$ cat src/rtl/ble_rx_crc_seq_ctrl.sv
// Sequences the RX payload CRC-16 checker for one packet. It clears and seeds the checker,
// feeds it the payload bits, collects the received CRC field and reports a pass/fail verdict.
module ble_rx_crc_seq_ctrl #(
  parameter int LEN_W = 10,
  parameter int CRC_W = 16
) (
  input  logic             clk,
  input  logic             reset,
  input  logic             start,
  input  logic             abort,
  input  logic [LEN_W-1:0] payload_len,
  input  logic             bit_in,
  input  logic             bit_valid,
  output logic             bit_ready,
  output logic             crc_clear_out,
  output logic             crc_valid_out,
  output logic             crc_data_out,
  input  logic [CRC_W-1:0] crc_reg_in,
  output logic             busy,
  output logic             done,
  output logic             crc_ok,
  output logic [7:0]       err_cnt
);

  localparam int CNT_W = LEN_W + 3;

  typedef enum logic [2:0] {IDLE, CLEAR, PAYLOAD, CRC_RX, COMPARE, DONE} state_t;

  state_t             state_reg, state_next;
  logic [CNT_W-1:0]   bit_target_reg, bit_target_next;
  logic [CNT_W-1:0]   bit_cnt_reg, bit_cnt_next;
  logic [CRC_W-1:0]   rx_crc_reg, rx_crc_next;
  logic               crc_ok_reg, crc_ok_next;
  logic [7:0]         err_cnt_reg, err_cnt_next;

  always_ff @(posedge clk) begin
    if (reset) begin
      state_reg      <= IDLE;
      bit_target_reg <= '0;
      bit_cnt_reg    <= '0;
      rx_crc_reg     <= '0;
      crc_ok_reg     <= 1'b0;
      err_cnt_reg    <= '0;
    end else begin
      state_reg      <= state_next;
      bit_target_reg <= bit_target_next;
      bit_cnt_reg    <= bit_cnt_next;
      rx_crc_reg     <= rx_crc_next;
      crc_ok_reg     <= crc_ok_next;
      err_cnt_reg    <= err_cnt_next;
    end
  end

  always_comb begin
    state_next      = state_reg;
    bit_target_next = bit_target_reg;
    bit_cnt_next    = bit_cnt_reg;
    rx_crc_next     = rx_crc_reg;
    crc_ok_next     = crc_ok_reg;
    err_cnt_next    = err_cnt_reg;

    // The checker sees payload bits with zero latency so it stays in lockstep with the deframer.
    bit_ready     = (state_reg == PAYLOAD) || (state_reg == CRC_RX);
    crc_clear_out = (state_reg == CLEAR);
    crc_valid_out = (state_reg == PAYLOAD) && bit_valid;
    crc_data_out  = (state_reg == PAYLOAD) && bit_in;
    busy          = (state_reg != IDLE);
    done          = (state_reg == DONE);

    case (state_reg)
      IDLE: begin
        if (start && !abort) begin
          bit_target_next = {payload_len, 3'b000};
          bit_cnt_next    = '0;
          crc_ok_next     = 1'b0;
          state_next      = CLEAR;
        end
      end
      CLEAR: begin
        state_next = (bit_target_reg != '0) ? PAYLOAD : CRC_RX;
      end
      PAYLOAD: begin
        if (bit_valid) begin
          if (bit_cnt_reg == bit_target_reg - CNT_W'(1)) begin
            bit_cnt_next = '0;
            state_next   = CRC_RX;
          end else begin
            bit_cnt_next = bit_cnt_reg + CNT_W'(1);
          end
        end
      end
      CRC_RX: begin
        // bit_cnt is reused to count the received CRC bits.
        if (bit_valid) begin
          rx_crc_next = {rx_crc_reg[CRC_W-2:0], bit_in};
          if (bit_cnt_reg == CNT_W'(CRC_W - 1)) begin
            bit_cnt_next = '0;
            state_next   = COMPARE;
          end else begin
            bit_cnt_next = bit_cnt_reg + CNT_W'(1);
          end
        end
      end
      COMPARE: begin
        crc_ok_next = (rx_crc_reg == crc_reg_in);
        if ((rx_crc_reg != crc_reg_in) && (err_cnt_reg != 8'hFF))
          err_cnt_next = err_cnt_reg + 8'd1;
        state_next = DONE;
      end
      DONE: begin
        state_next = IDLE;
      end
      default: state_next = IDLE;
    endcase

    // Abort discards the packet without touching the verdict or the error count.
    if (abort && (state_reg != IDLE)) begin
      state_next   = IDLE;
      crc_ok_next  = crc_ok_reg;
      err_cnt_next = err_cnt_reg;
    end
  end

  assign crc_ok  = crc_ok_reg;
  assign err_cnt = err_cnt_reg;

endmodule

$ cat config.mk
export PLATFORM = sky130hd
export DESIGN_NAME = ble_rx_crc_seq_ctrl
export DESIGN_NICKNAME = d
export VERILOG_FILES = /design/src/rtl/ble_rx_crc_seq_ctrl.sv
export SDC_FILE = /design/constraint.sdc
export NUM_CORES = 1
export LEC_CHECK = 0
export BUFFER_PORTS_ARGS = -buffer_cell sky130_fd_sc_hd__buf_2
export CAP_MARGIN = 0
export CORE_ASPECT_RATIO = 0.6
export CORE_MARGIN = 8
export CORE_UTILIZATION = 39
export DETAILED_ROUTE_END_ITERATION = 8
export PLACE_DENSITY = 0.68
export REMOVE_ABC_BUFFERS = 1
export SYNTH_ARGS = -nofsm -noshare
export SYNTH_HDL_FRONTEND = slang
export SYNTH_SLANG_ARGS = --single-unit
$ cat constraint.sdc
create_clock -name clk -period 2.85 [get_ports clk]
set_clock_uncertainty 0.05 [all_clocks]
set_input_delay 0.1425 -clock clk [delete_from_list [all_inputs] [get_ports clk]]
set_output_delay 0.1425 -clock clk [all_outputs]
set_load 0.01 [all_outputs]
## Yosys cells after proc, flatten, opt, wreduce, memory -nomap -nowiden

Index checks and enable logic that the tools add are counted.
W data, S select, Z words.

- Output and inout port bits: 15
- Input port bits: 32
- Logic and storage cells: 59
- Bits in registers: 51

- Bitwise logic cells: 1
- Reductions and logical operators: 19
- Muxes and demuxes: 15
- $add $sub $neg: 3
- Equal/unequal tests: 15

Operator list:

| kind | number |
|---|---|
| $mux W13 | 5 |
| $pmux W13 S3 | 1 |
| $eq A16 B16 Y1 | 1 |
| $ne A16 B16 Y1 | 1 |
| $mux W3 | 5 |
| $pmux W3 S5 | 1 |
| $add A13 B1 Y13 const B | 1 |
| $eq A13 B13 Y1 | 1 |
| $eq A13 B4 Y1 const B | 1 |
| $reduce_bool A13 Y1 | 1 |
| $sub A13 B1 Y13 const B | 1 |
| $add A8 B1 Y8 const B | 1 |
| $ne A8 B8 Y1 const B | 1 |
| $eq A3 B2 Y1 const B | 2 |
| $eq A3 B3 Y1 const B | 2 |
| $ne A2 B2 Y1 const B | 3 |
| $reduce_and A3 Y1 | 2 |
| $reduce_bool A3 Y1 | 2 |
| $logic_and A1 B1 Y1 | 5 |
| $reduce_and A5 Y1 | 1 |
| $ne A2 B1 Y1 const B | 2 |
| $reduce_and A2 Y1 | 2 |
| $reduce_and A4 Y1 | 1 |
| $eq A3 B1 Y1 const B | 1 |
| other kinds (8) | 9 |

## Longest topological paths before layout

Gate-level depths: netlist of the first run.

- Depth in word-level cells: 5
- Depth in mapped cells: 9
- Mapped depth without buffers: 8

## Worst setup path after synthesis of the first run

No wires, ideal clock.

- Path type: reg2reg
- Start: reg bit_target_reg[3]
- End: reg bit_cnt_reg[2]
- Cell stages (with the launch flop): 10
- Path slack: 0.608 ns
- Data required time: 2.664 ns
- Library setup time: 0.136 ns
- Data arrival time: 2.057 ns
- Clock period less this slack: 2.242 ns
- Path buffers: 1
- Cell sequence: dfxtp_1 -> inv_1 -> ha_1 -> nor4b_4 -> and2_1 -> a221oi_1 -> o21ai_1 -> a2111oi_2 -> buf_4 -> nor3_1

- Word-level cells in the longest chain between the ends: 5

RTL lines:

| element | RTL line | source |
|---|---|---|
| from (decl) | 30 | `logic [CNT_W-1:0] bit_target_reg, bit_target_next;` |
| from (signal assigned) | 46 | `bit_target_reg <= bit_target_next;` |
| $sub A13 B1 Y13 | 84 | `if (bit_cnt_reg == bit_target_reg - CNT_W'(1)) begin` |
| $eq A13 B13 Y1 | 84 |  |
| $mux W13 | 84 |  |
| $mux W13 | 83 | `if (bit_valid) begin` |
| $pmux W13 S3 | 70 | `case (state_reg)` |
| to (signal assigned) | 47 | `bit_cnt_reg <= bit_cnt_next;` |
| to (decl) | 31 | `logic [CNT_W-1:0] bit_cnt_reg, bit_cnt_next;` |

No other way between the ends. The select of a mux whose other input is x is not followed.
A chain may end at the register's enable or synchronous reset.

## Worst setup path in the final report of the first run

- Start: reg bit_target_reg[3]
- End: reg state_reg[2]

- Word-level cells in the longest chain between the ends: 4

RTL lines:

| element | RTL line | source |
|---|---|---|
| $sub A13 B1 Y13 | 84 |  |
| $eq A13 B13 Y1 | 84 |  |
| $ne A2 B1 Y1 (no line) | n/a |  |
| $reduce_and A5 Y1 (no line) | n/a |  |
| to (signal assigned) | 45 | `state_reg <= state_next;` |
| to (decl) | 29 | `state_t state_reg, state_next;` |

No other way between the ends.

==> impl_metrics.py, run 1 <==
metrics = {
    "clock_tree": {
        "cts_root_buf": "clkbuf_16",
        "post_cts_resized": 0,
        "ctsHoldBuffers": 0,
        "path_clk_slew_ns": 0.07,
        "clock_sinks": 51,
        "worstSkewPairLatency_ns": 0.29,
        "cts_tree": "built",
        "numCtsBuffers": 5,
        "post_cts_buffers": 0,
        "clockBufferDepth": 2,
        "htree_levels": 2,
    },
    "timing": {
        "clock.fmax_mhz": 390,
        "timing.hold.ws_ns": 0.0293,
        "worst-slew-pin-transition_ns": 0.747,
        "hold_violations": 0,
        "fin_setup_tns_ns": 0,
        "rsz0062_at_grt": "false",
        "setup_viol": 0,
        "fin_crit_ns": 2.57,
        "period_share": 0.900,
        "slew_violations": 0,
        "slew_headroom": 0.502,
    },
    "global_routing": {
        "grt_usage": 0.129,
        "grt_start_max_net_pins": 38,
        "grt_pass1_vias": 2208,
        "antenna_found_initial": 0,
        "grt_first_pass_wirelength_um": 11000,
        "grt.overflow.total": 0,
    },
    "power_and_ir_drop": {
        "sw_frac_of_total": 0.259,
        "power_density_mw_per_mm2": 478,
        "totalPowerFinal_w": 0.00153,
        "power_frac_seq": 0.485,
        "p_comb_frac": 0.129,
        "p_leak_nw": 1.21,
        "p_clk_frac": 0.386,
        "intPower_w": 0.00114,
        "ir_drop_mv": 0.219,
        "p_sw_w": 0.000397,
    },
    "floorplan": {
        "rows": 23,
        "io_pins": 47,
        "dieWidth_um": 125,
        "start_util": 0.408,
        "die_y_um": 81.2,
        "core_mm2": 0.00676,
        "fp.dieArea_mm2": 0.0101,
    },
    "critical_path": {
        "critPathLaunchType": "register",
        "worstPathRequired_ns": 3.00,
        "end_kind": "register",
        "critPathKind": "register to register",
        "crit_fanout": 6,
        "cp.buffers_inverters": 1,
        "crit_family": "compound AO/OA/AOI/OAI gates",
        "worstPathArrival_ns": 2.71,
        "crit_slowest_cell": "a211o_1",
        "worstPathCellList": "inv_1 -> ha_1 -> nor4b_4 -> a2bb2oi_1 -> a221oi_1 -> o21ai_1 -> a211o_1 -> a2111oi_4",
        "cp_slowest_stage_delay_ns": 0.39,
    },
    "yosys": {
        "synth_area_leaders": "dfxtp_1 37%, xnor2_1 9.8%, nand2_1 6.1%",
        "synthFlopType": "dfxtp_1",
        "synth-edff-count": 0,
        "synth_common_cells": "51 x dfxtp_1, 45 x nand2_1, 31 x xnor2_1",
        "synth_warnings": 0,
        "synth_top_area_cell": "dfxtp_1",
        "syn_area_mm2": 0.00276,
        "synth_seq_area_share": 0.370,
        "synth.distinct_cells": 50,
        "syn_inst": 335,
        "ys_seq_elements": 51,
        "synth_most_common_cell": "dfxtp_1",
        "synth-async-reset-ratio": 0,
        "syn_area_per_cell_um2": 8.24,
        "synth_top_area_share": 0.370,
    },
    "placement": {
        "port_buffers": 46,
        "gp_congestion": 0.794,
        "dpl.hpwl_um": 5010,
    },
    "drt": {
        "avgViaCountPerCell": 5.27,
        "vias": 2438,
        "wl_per_cell_um": 14.4,
        "drtAntennaViolNets": 0,
        "drcViolationCount": 0,
        "totalWireLength_um": 6690,
        "first_pass_iters": 4,
        "drt_iter0_drc": 210,
    },
    "run": {
        "drv_cap": 0,
    },
    "final_layout": {
        "final_nets": 410,
        "drive_above_1_share": 0.186,
        "largest_register_ffs": 16,
        "syn_to_final_growth_pct": 16.1,
        "antennaDiodeCount": 0,
    },
    "outcome": {
        "outcome": "completed",
    },
    "hold_path": {
        "hold_class": "input port to register",
    },
}
==> worst reg2reg max path, delay by kind of cell, from the launching register on <==
family	cells	cell delay, ns
AOI/OAI and AO/OA	5	1.38
DFF	1	0.37
and+or+nand+nor	1	0.32
adders and majority gates	1	0.25
buffers and inverters	1	0.09
==> kinds of logic (layout without fill, tap and decap cells) <==
group | count (synthesis) | in the layout | share of synthesized area
and+or+nand+nor | 152 | 152 | 0.284
muxes | 11 | 11 | 0.0399
DFF | 51 | 51 | 0.370
adders and majority gates | 3 | 3 | 0.0136
xor gates and xnor gates | 41 | 41 | 0.130
buffers and inverters | 28 | 69 | 0.0399
AOI/OAI and AO/OA | 49 | 49 | 0.123
==> power by group through the flow <==
| stage | logic, W | clock network [W] | registers [W] |
|---|---|---|---|
| floorplan | 0.000127 | 0 | 0.000754 |
| global placement | 0.000194 | 0 | 0.000759 |
| detailed placement | 0.000198 | 0 | 0.000759 |
| CTS | 0.000199 | 0.000600 | 0.000743 |
| global route | 0.000220 | 0.000635 | 0.000745 |
| finish | 0.000198 | 0.000591 | 0.000743 |
==> layout by cell type, fill, tap and decap left out, types with 4 or more instances in the layout <==
cell,Yosys,layout
nand4_1,9,9
xor2_1,10,10
nand3_1,13,13
a21oi_1,24,24
o21ai_0,5,5
buf_2,1,46
nand2b_1,4,4
mux2i_1,11,11
inv_1,10,10
dfxtp_1,51,51
clkbuf_16,0,5
xnor2_1,31,31
nor3_1,21,21
buf_4,1,5
nand2_1,45,45
nor4_1,8,8
nor2_1,28,28
==> worst paths after layout <==
kind / from / endpoint / slack (ns) / cells past startpoint
worst max-delay path: bit_target_reg[3] / state_reg[2] / 0.28 / 8
worst max register to register: bit_target_reg[3] / state_reg[2] / 0.28 / 8
worst min register to register: rx_crc_reg[15] / rx_crc_reg[15] / 0.43 / 2
worst min-delay path: payload_len[8] / bit_target_reg[11] / 0.03 / 3
==> layer usage <==
| metal | up-vias | part of all wire | global-route usage |
|---|---|---|---|
| met3 | 8 | 0.062 | 0.0344 |
| li1 | 1250 | - | - |
| met4 | 0 | 0.0082 | 0.0275 |
| met1 | 1117 | 0.52 | 0.183 |
| met2 | 63 | 0.41 | 0.191 |
| met5 | - | 0 | 0 |
==> area by class of cell <==
class | count | area [µm²]
fillers | 667 | 3560
well taps | 87 | 109
inverters | 10 | 37.5
clock inverters | 2 | 12.5
flip-flops and latches | 51 | 1020
multi-input cells | 256 | 1630
repair buffers | 51 | 268
clock buffers | 6 | 129
==> per-stage QoR <==
stage | worst slack, ns | instances | utilization | cell area (µm²)
after floorplan | 0.372 | 317 | - | 2690
after global placement | 0.456 | 455 | 0.453 | 3060
after detailed placement | 0.317 | 455 | 0.453 | 3060
after CTS | 0.294 | 463 | 0.474 | 3210
after global routing | 0.0673 | 463 | 0.474 | 3210
final | 0.284 | 463 | 0.474 | 3210
Note: power is estimated with default switching activity, not from simulation.
==> run 2: changes to the inputs <==
- CAP_MARGIN: 0 -> not set
- CORE_ASPECT_RATIO: 0.6 -> 2
==> run 2 against run 1 <==
Setup slack better by 0.044 ns. First-iteration DRC count fell by 15%. Hold slack worse by 0.0014 ns. Highest routed layer unchanged. Combinational power about the same. Largest power group unchanged. Critical endpoint is now bit_cnt_reg[2].
==> impl_metrics.py, run 2 (same netlist as run 1, synthesis figures left out) <==
metrics = {
    "critical_path": {
        "crit_slowest_cell": "a2111oi_2",
        "worstPathRequired_ns": 2.95,
        "crit_family": "compound AO/OA/AOI/OAI gates",
        "worst-r2r-setup-slack_ns": 0.33,
        "worst_r2r_path_depth": 9,
        "cp_slowest_stage_delay_ns": 0.40,
        "end_kind": "register",
        "reg2reg_from": "bit_target_reg[3]",
        "crit_fanout": 11,
        "worstPathArrival_ns": 2.62,
        "critPathLaunchType": "register",
        "cp.buffers_inverters": 2,
        "worstPathCellList": "inv_1 -> ha_1 -> nor4b_4 -> a2bb2oi_1 -> a221oi_1 -> o21ai_1 -> a2111oi_2 -> buf_4 -> nor3_1",
        "critPathKind": "register to register",
        "worstReg2RegEnd": "bit_cnt_reg[2]",
    },
    "drt": {
        "drcViolationCount": 0,
        "wl_per_cell_um": 14.5,
        "avgViaCountPerCell": 5.32,
        "vias": 2472,
        "totalWireLength_um": 6730,
        "first_pass_iters": 4,
        "drt_iter0_drc": 179,
        "drtAntennaViolNets": 0,
    },
    "hold_path": {
        "holdPathStages": 3,
        "hold_class": "input port to register",
        "worst_hold_path.endpoint": "bit_target_reg[7]",
        "hp-start": "payload_len[4]",
    },
    "clock_tree": {
        "clock_sinks": 51,
        "htree_levels": 2,
        "worstSkewPairLatency_ns": 0.29,
        "numCtsBuffers": 5,
        "cts_tree": "built",
        "post_cts_buffers": 0,
        "post_cts_resized": 0,
        "ctsHoldBuffers": 0,
        "path_clk_slew_ns": 0.06,
        "cts_root_buf": "clkbuf_16",
        "clockBufferDepth": 2,
    },
    "timing": {
        "rsz0062_at_grt": "false",
        "slew_violations": 0,
        "period_share": 0.885,
        "fin_crit_ns": 2.52,
        "fin_setup_tns_ns": 0,
        "slew_headroom": 0.540,
        "worst-slew-pin-transition_ns": 0.688,
        "setup_viol": 0,
        "hold_violations": 0,
        "clock.fmax_mhz": 396,
    },
    "global_routing": {
        "grt_pass1_vias": 2509,
        "grt.overflow.total": 0,
        "antenna_found_initial": 0,
        "grt_start_max_net_pins": 36,
        "grt_first_pass_wirelength_um": 10900,
        "grt_usage": 0.136,
    },
    "final_layout": {
        "final_common_cell": "dfxtp_1",
        "final_cell_area_mm2": 0.00320,
        "final_cell_mix": "51 x dfxtp_1, 46 x buf_2, 45 x nand2_1, 31 x xnor2_1, 28 x nor2_1",
        "syn_to_final_growth_pct": 15.9,
        "drive_above_1_share": 0.181,
        "final_nets": 409,
        "final_core_util": 0.464,
        "n_fill_cell": 735,
        "antennaDiodeCount": 0,
        "largest_register_ffs": 16,
    },
    "power_and_ir_drop": {
        "p_comb_frac": 0.130,
        "intPower_w": 0.00114,
        "power_frac_seq": 0.491,
        "p_clk_frac": 0.379,
        "sw_frac_of_total": 0.249,
        "p_sw_w": 0.000376,
        "totalPowerFinal_w": 0.00151,
        "ir_drop_mv": 0.212,
        "power_density_mw_per_mm2": 473,
        "p_leak_nw": 1.21,
    },
    "placement": {
        "dpl.hpwl_um": 5290,
        "gp_congestion": 0.868,
        "placed_cell_area_mm2": 0.00306,
        "port_buffers": 46,
    },
    "floorplan": {
        "dieWidth_um": 75.5,
        "io_pins": 47,
        "core_mm2": 0.00689,
        "die_y_um": 135,
        "rows": 43,
        "start_util": 0.401,
        "fp.dieArea_mm2": 0.0102,
    },
    "run": {
        "drv_cap": 0,
    },
    "outcome": {
        "outcome": "completed",
    },
}
## run 2: cell count changes in the layout (fill, tap and decap cells not counted)
cell and change:
clkbuf_1 +1, clkinvlp_4 -1, buf_4 -1
## run 2: worst max path at each step
stage	start	to	slack [ns]	cells after the start
2_1_floorplan	bit_target_reg[3]	bit_cnt_reg[12]	0.37	8
3_3_place_gp	bit_target_reg[3]	bit_cnt_reg[2]	0.45	9
3_5_place_dp	bit_target_reg[3]	bit_cnt_reg[2]	0.36	9
4_1_cts	bit_target_reg[3]	bit_cnt_reg[2]	0.34	9
5_1_grt	bit_target_reg[3]	bit_cnt_reg[12]	0.18	9
6_report	bit_target_reg[3]	bit_cnt_reg[2]	0.33	9
## run 2: final cells by class
class	instances	area (µm²)	area share
Clock buffer	7	133	0.0415
Timing Repair Buffer	50	260	0.0814
Multi-Input combinational cell	256	1630	0.509
Sequential cell	51	1020	0.319
Tap cell	90	113	0.0352
Inverter	10	37.5	0.0117
Clock inverter	1	5.00	0.00156
## run 2: through the flow
stage          std cells  setup slack (ns)  hold slack (ns)
6_report             465             0.328           0.0279
5_1_grt              465             0.180           0.0347
4_1_cts              465             0.338           0.0278
3_5_place_dp         457             0.364            0.332
3_3_place_gp         457             0.453            0.322
2_1_floorplan        317             0.372            0.157
## run 2: worst reg2reg max path: cells and delay by family (launching register included)
family,cells,cell delay [ns]
AOI/OAI and AO/OA,4,1.02
and+or+nand+nor,2,0.40
DFF,1,0.36
buffers and inverters,2,0.31
adders and majority gates,1,0.24
## run 2: layer usage
metal  vias to the layer above  GRT usage  wire [µm]
met3                        16     0.0334        422
met1                      1154      0.119       2260
li1                       1245          -          -
met5                         -          0          0
met4                         0     0.0722        257
met2                        57      0.262       3790
## run 2: power by group through the flow
stage | combinational, W | sequential, W | clock (W)
finish | 0.000197 | 0.000743 | 0.000572
CTS | 0.000199 | 0.000743 | 0.000588
global placement | 0.000194 | 0.000758 | 0
global route | 0.000219 | 0.000745 | 0.000607
floorplan | 0.000127 | 0.000754 | 0
detailed placement | 0.000198 | 0.000759 | 0
==> run 3: changes to the inputs <==
- CORE_MARGIN: 8 -> 4
==> run 3 against run 2 <==
Via count increased by 0.40%. Utilization decreased by 0.090 points. Die area down 16%. Sequential power hardly changed. Global-route usage rose by 3.1 points. Combinational power barely moved. Non-clock buffer count stayed put. Final cell count stayed put. Register-to-register slack improved by 0.09 ns. Largest cell class unchanged.
==> impl_metrics.py, run 3 (same netlist as run 1, synthesis figures left out) <==
metrics = {
    "outcome": {
        "outcome": "completed",
    },
    "placement": {
        "port_buffers": 46,
        "place_inst": 457,
        "gp_congestion": 0.844,
        "placed_cell_area_mm2": 0.00306,
        "dpl.hpwl_um": 5060,
    },
    "global_routing": {
        "grt_start_max_net_pins": 35,
        "grt_first_pass_wirelength_um": 11000,
        "antenna_found_initial": 0,
        "grt_usage": 0.167,
        "grt_pass1_vias": 2424,
        "grt.overflow.total": 0,
    },
    "drt": {
        "totalWireLength_um": 6630,
        "avgViaCountPerCell": 5.34,
        "first_pass_iters": 4,
        "vias": 2482,
        "drt_iter0_drc": 120,
        "wl_per_cell_um": 14.3,
        "drtAntennaViolNets": 0,
        "drcViolationCount": 0,
    },
    "timing": {
        "slew_headroom": 0.496,
        "hold_violations": 0,
        "clock.fmax_mhz": 412,
        "fin_setup_tns_ns": 0,
        "period_share": 0.852,
        "rsz0062_at_grt": "false",
        "timing.hold.ws_ns": 0.0308,
        "worst-slew-pin-transition_ns": 0.746,
        "slew_violations": 0,
        "fin_crit_ns": 2.43,
        "setup_viol": 0,
    },
    "power_and_ir_drop": {
        "p_clk_frac": 0.404,
        "power_density_mw_per_mm2": 490,
        "p_sw_w": 0.000391,
        "sw_frac_of_total": 0.248,
        "intPower_w": 0.00119,
        "totalPowerFinal_w": 0.00158,
        "ir_drop_mv": 0.286,
        "p_comb_frac": 0.125,
        "power_frac_seq": 0.472,
        "p_leak_nw": 1.22,
    },
    "final_layout": {
        "drive_above_1_share": 0.184,
        "final_cell_mix": "51 x dfxtp_1, 46 x buf_2, 45 x nand2_1, 31 x xnor2_1, 28 x nor2_1",
        "n_fill_cell": 687,
        "fin_cells": 465,
        "largest_register_ffs": 16,
        "syn_to_final_growth_pct": 16.5,
        "final_cell_area_mm2": 0.00322,
        "final_common_cell": "dfxtp_1",
        "final_nets": 409,
        "antennaDiodeCount": 0,
    },
    "floorplan": {
        "core_mm2": 0.00694,
        "io_pins": 47,
        "dieWidth_um": 67.5,
        "die_y_um": 127,
        "start_util": 0.398,
        "fp.dieArea_mm2": 0.00857,
        "rows": 43,
    },
    "clock_tree": {
        "clockBufferDepth": 2,
        "path_clk_slew_ns": 0.07,
        "numCtsBuffers": 5,
        "post_cts_resized": 0,
        "ctsHoldBuffers": 0,
        "clock_sinks": 51,
        "cts_root_buf": "clkbuf_16",
        "htree_levels": 2,
        "cts_tree": "built",
        "worstSkewPairLatency_ns": 0.29,
        "post_cts_buffers": 0,
    },
    "critical_path": {
        "critPathLaunchType": "register",
        "worstPathRequired_ns": 2.95,
        "crit_fanout": 11,
        "critPathKind": "register to register",
        "worstPathArrival_ns": 2.53,
        "end_kind": "register",
    },
    "hold_path": {
        "hold_class": "input port to register",
    },
    "run": {
        "drv_cap": 0,
    },
}
run 3: changes by cell type in the layout (fill, tap and decap cells not counted), sizes merged:
cell    change
clkinv      -1
clkbuf      +1
run 3: final timing paths:
check / start / to / slack (ns) / cells past startpoint
worst min-delay path: payload_len[3] / bit_target_reg[6] / 0.03 / 3
worst max register to register: bit_target_reg[3] / bit_cnt_reg[12] / 0.42 / 9
worst max-delay path: bit_target_reg[3] / bit_cnt_reg[12] / 0.42 / 9
worst min register to register: rx_crc_reg[15] / rx_crc_reg[15] / 0.42 / 2
run 3: critical path, cell delays in order (launching register included):
cell,delay (ns)
dfxtp_1,0.36
inv_1,0.07
ha_1,0.24
nor4b_4,0.31
a2bb2oi_1,0.12
a221oi_1,0.30
o21ai_1,0.18
a2111oi_2,0.35
buf_4,0.23
nor3_1,0.07
run 3: layer usage:
metal  up-vias  share of wire  track usage
met4         0          0.029       0.0897
met3        13          0.036       0.0255
met1      1163           0.37        0.163
met2        58           0.57        0.316
met5         -              0            0
li1       1248              -            -
run 3: through the flow:
step	setup WS, ns	utilization
3_3_place_gp	0.450	0.441
2_1_floorplan	0.372	-
6_report	0.422	0.463
5_1_grt	0.0847	0.463
3_5_place_dp	0.406	0.441
4_1_cts	0.392	0.463
run 3: area by class of cell:
| cell class | instances | area (µm²) | share of cell area |
|---|---|---|---|
| clock buffers | 8 | 156 | 0.0486 |
| well taps | 90 | 113 | 0.0350 |
| multi-input cells | 256 | 1630 | 0.506 |
| flip-flops and latches | 51 | 1020 | 0.317 |
| repair buffers | 50 | 260 | 0.0809 |
| inverters | 10 | 37.5 | 0.0117 |
run 3: power groups by stage:
stage,registers (W),clock network (W),logic (W)
finish,0.000743,0.000636,0.000197
CTS,0.000743,0.000646,0.000198
global placement,0.000758,0,0.000194
detailed placement,0.000759,0,0.000197
global route,0.000745,0.000675,0.000220
floorplan,0.000754,0,0.000127
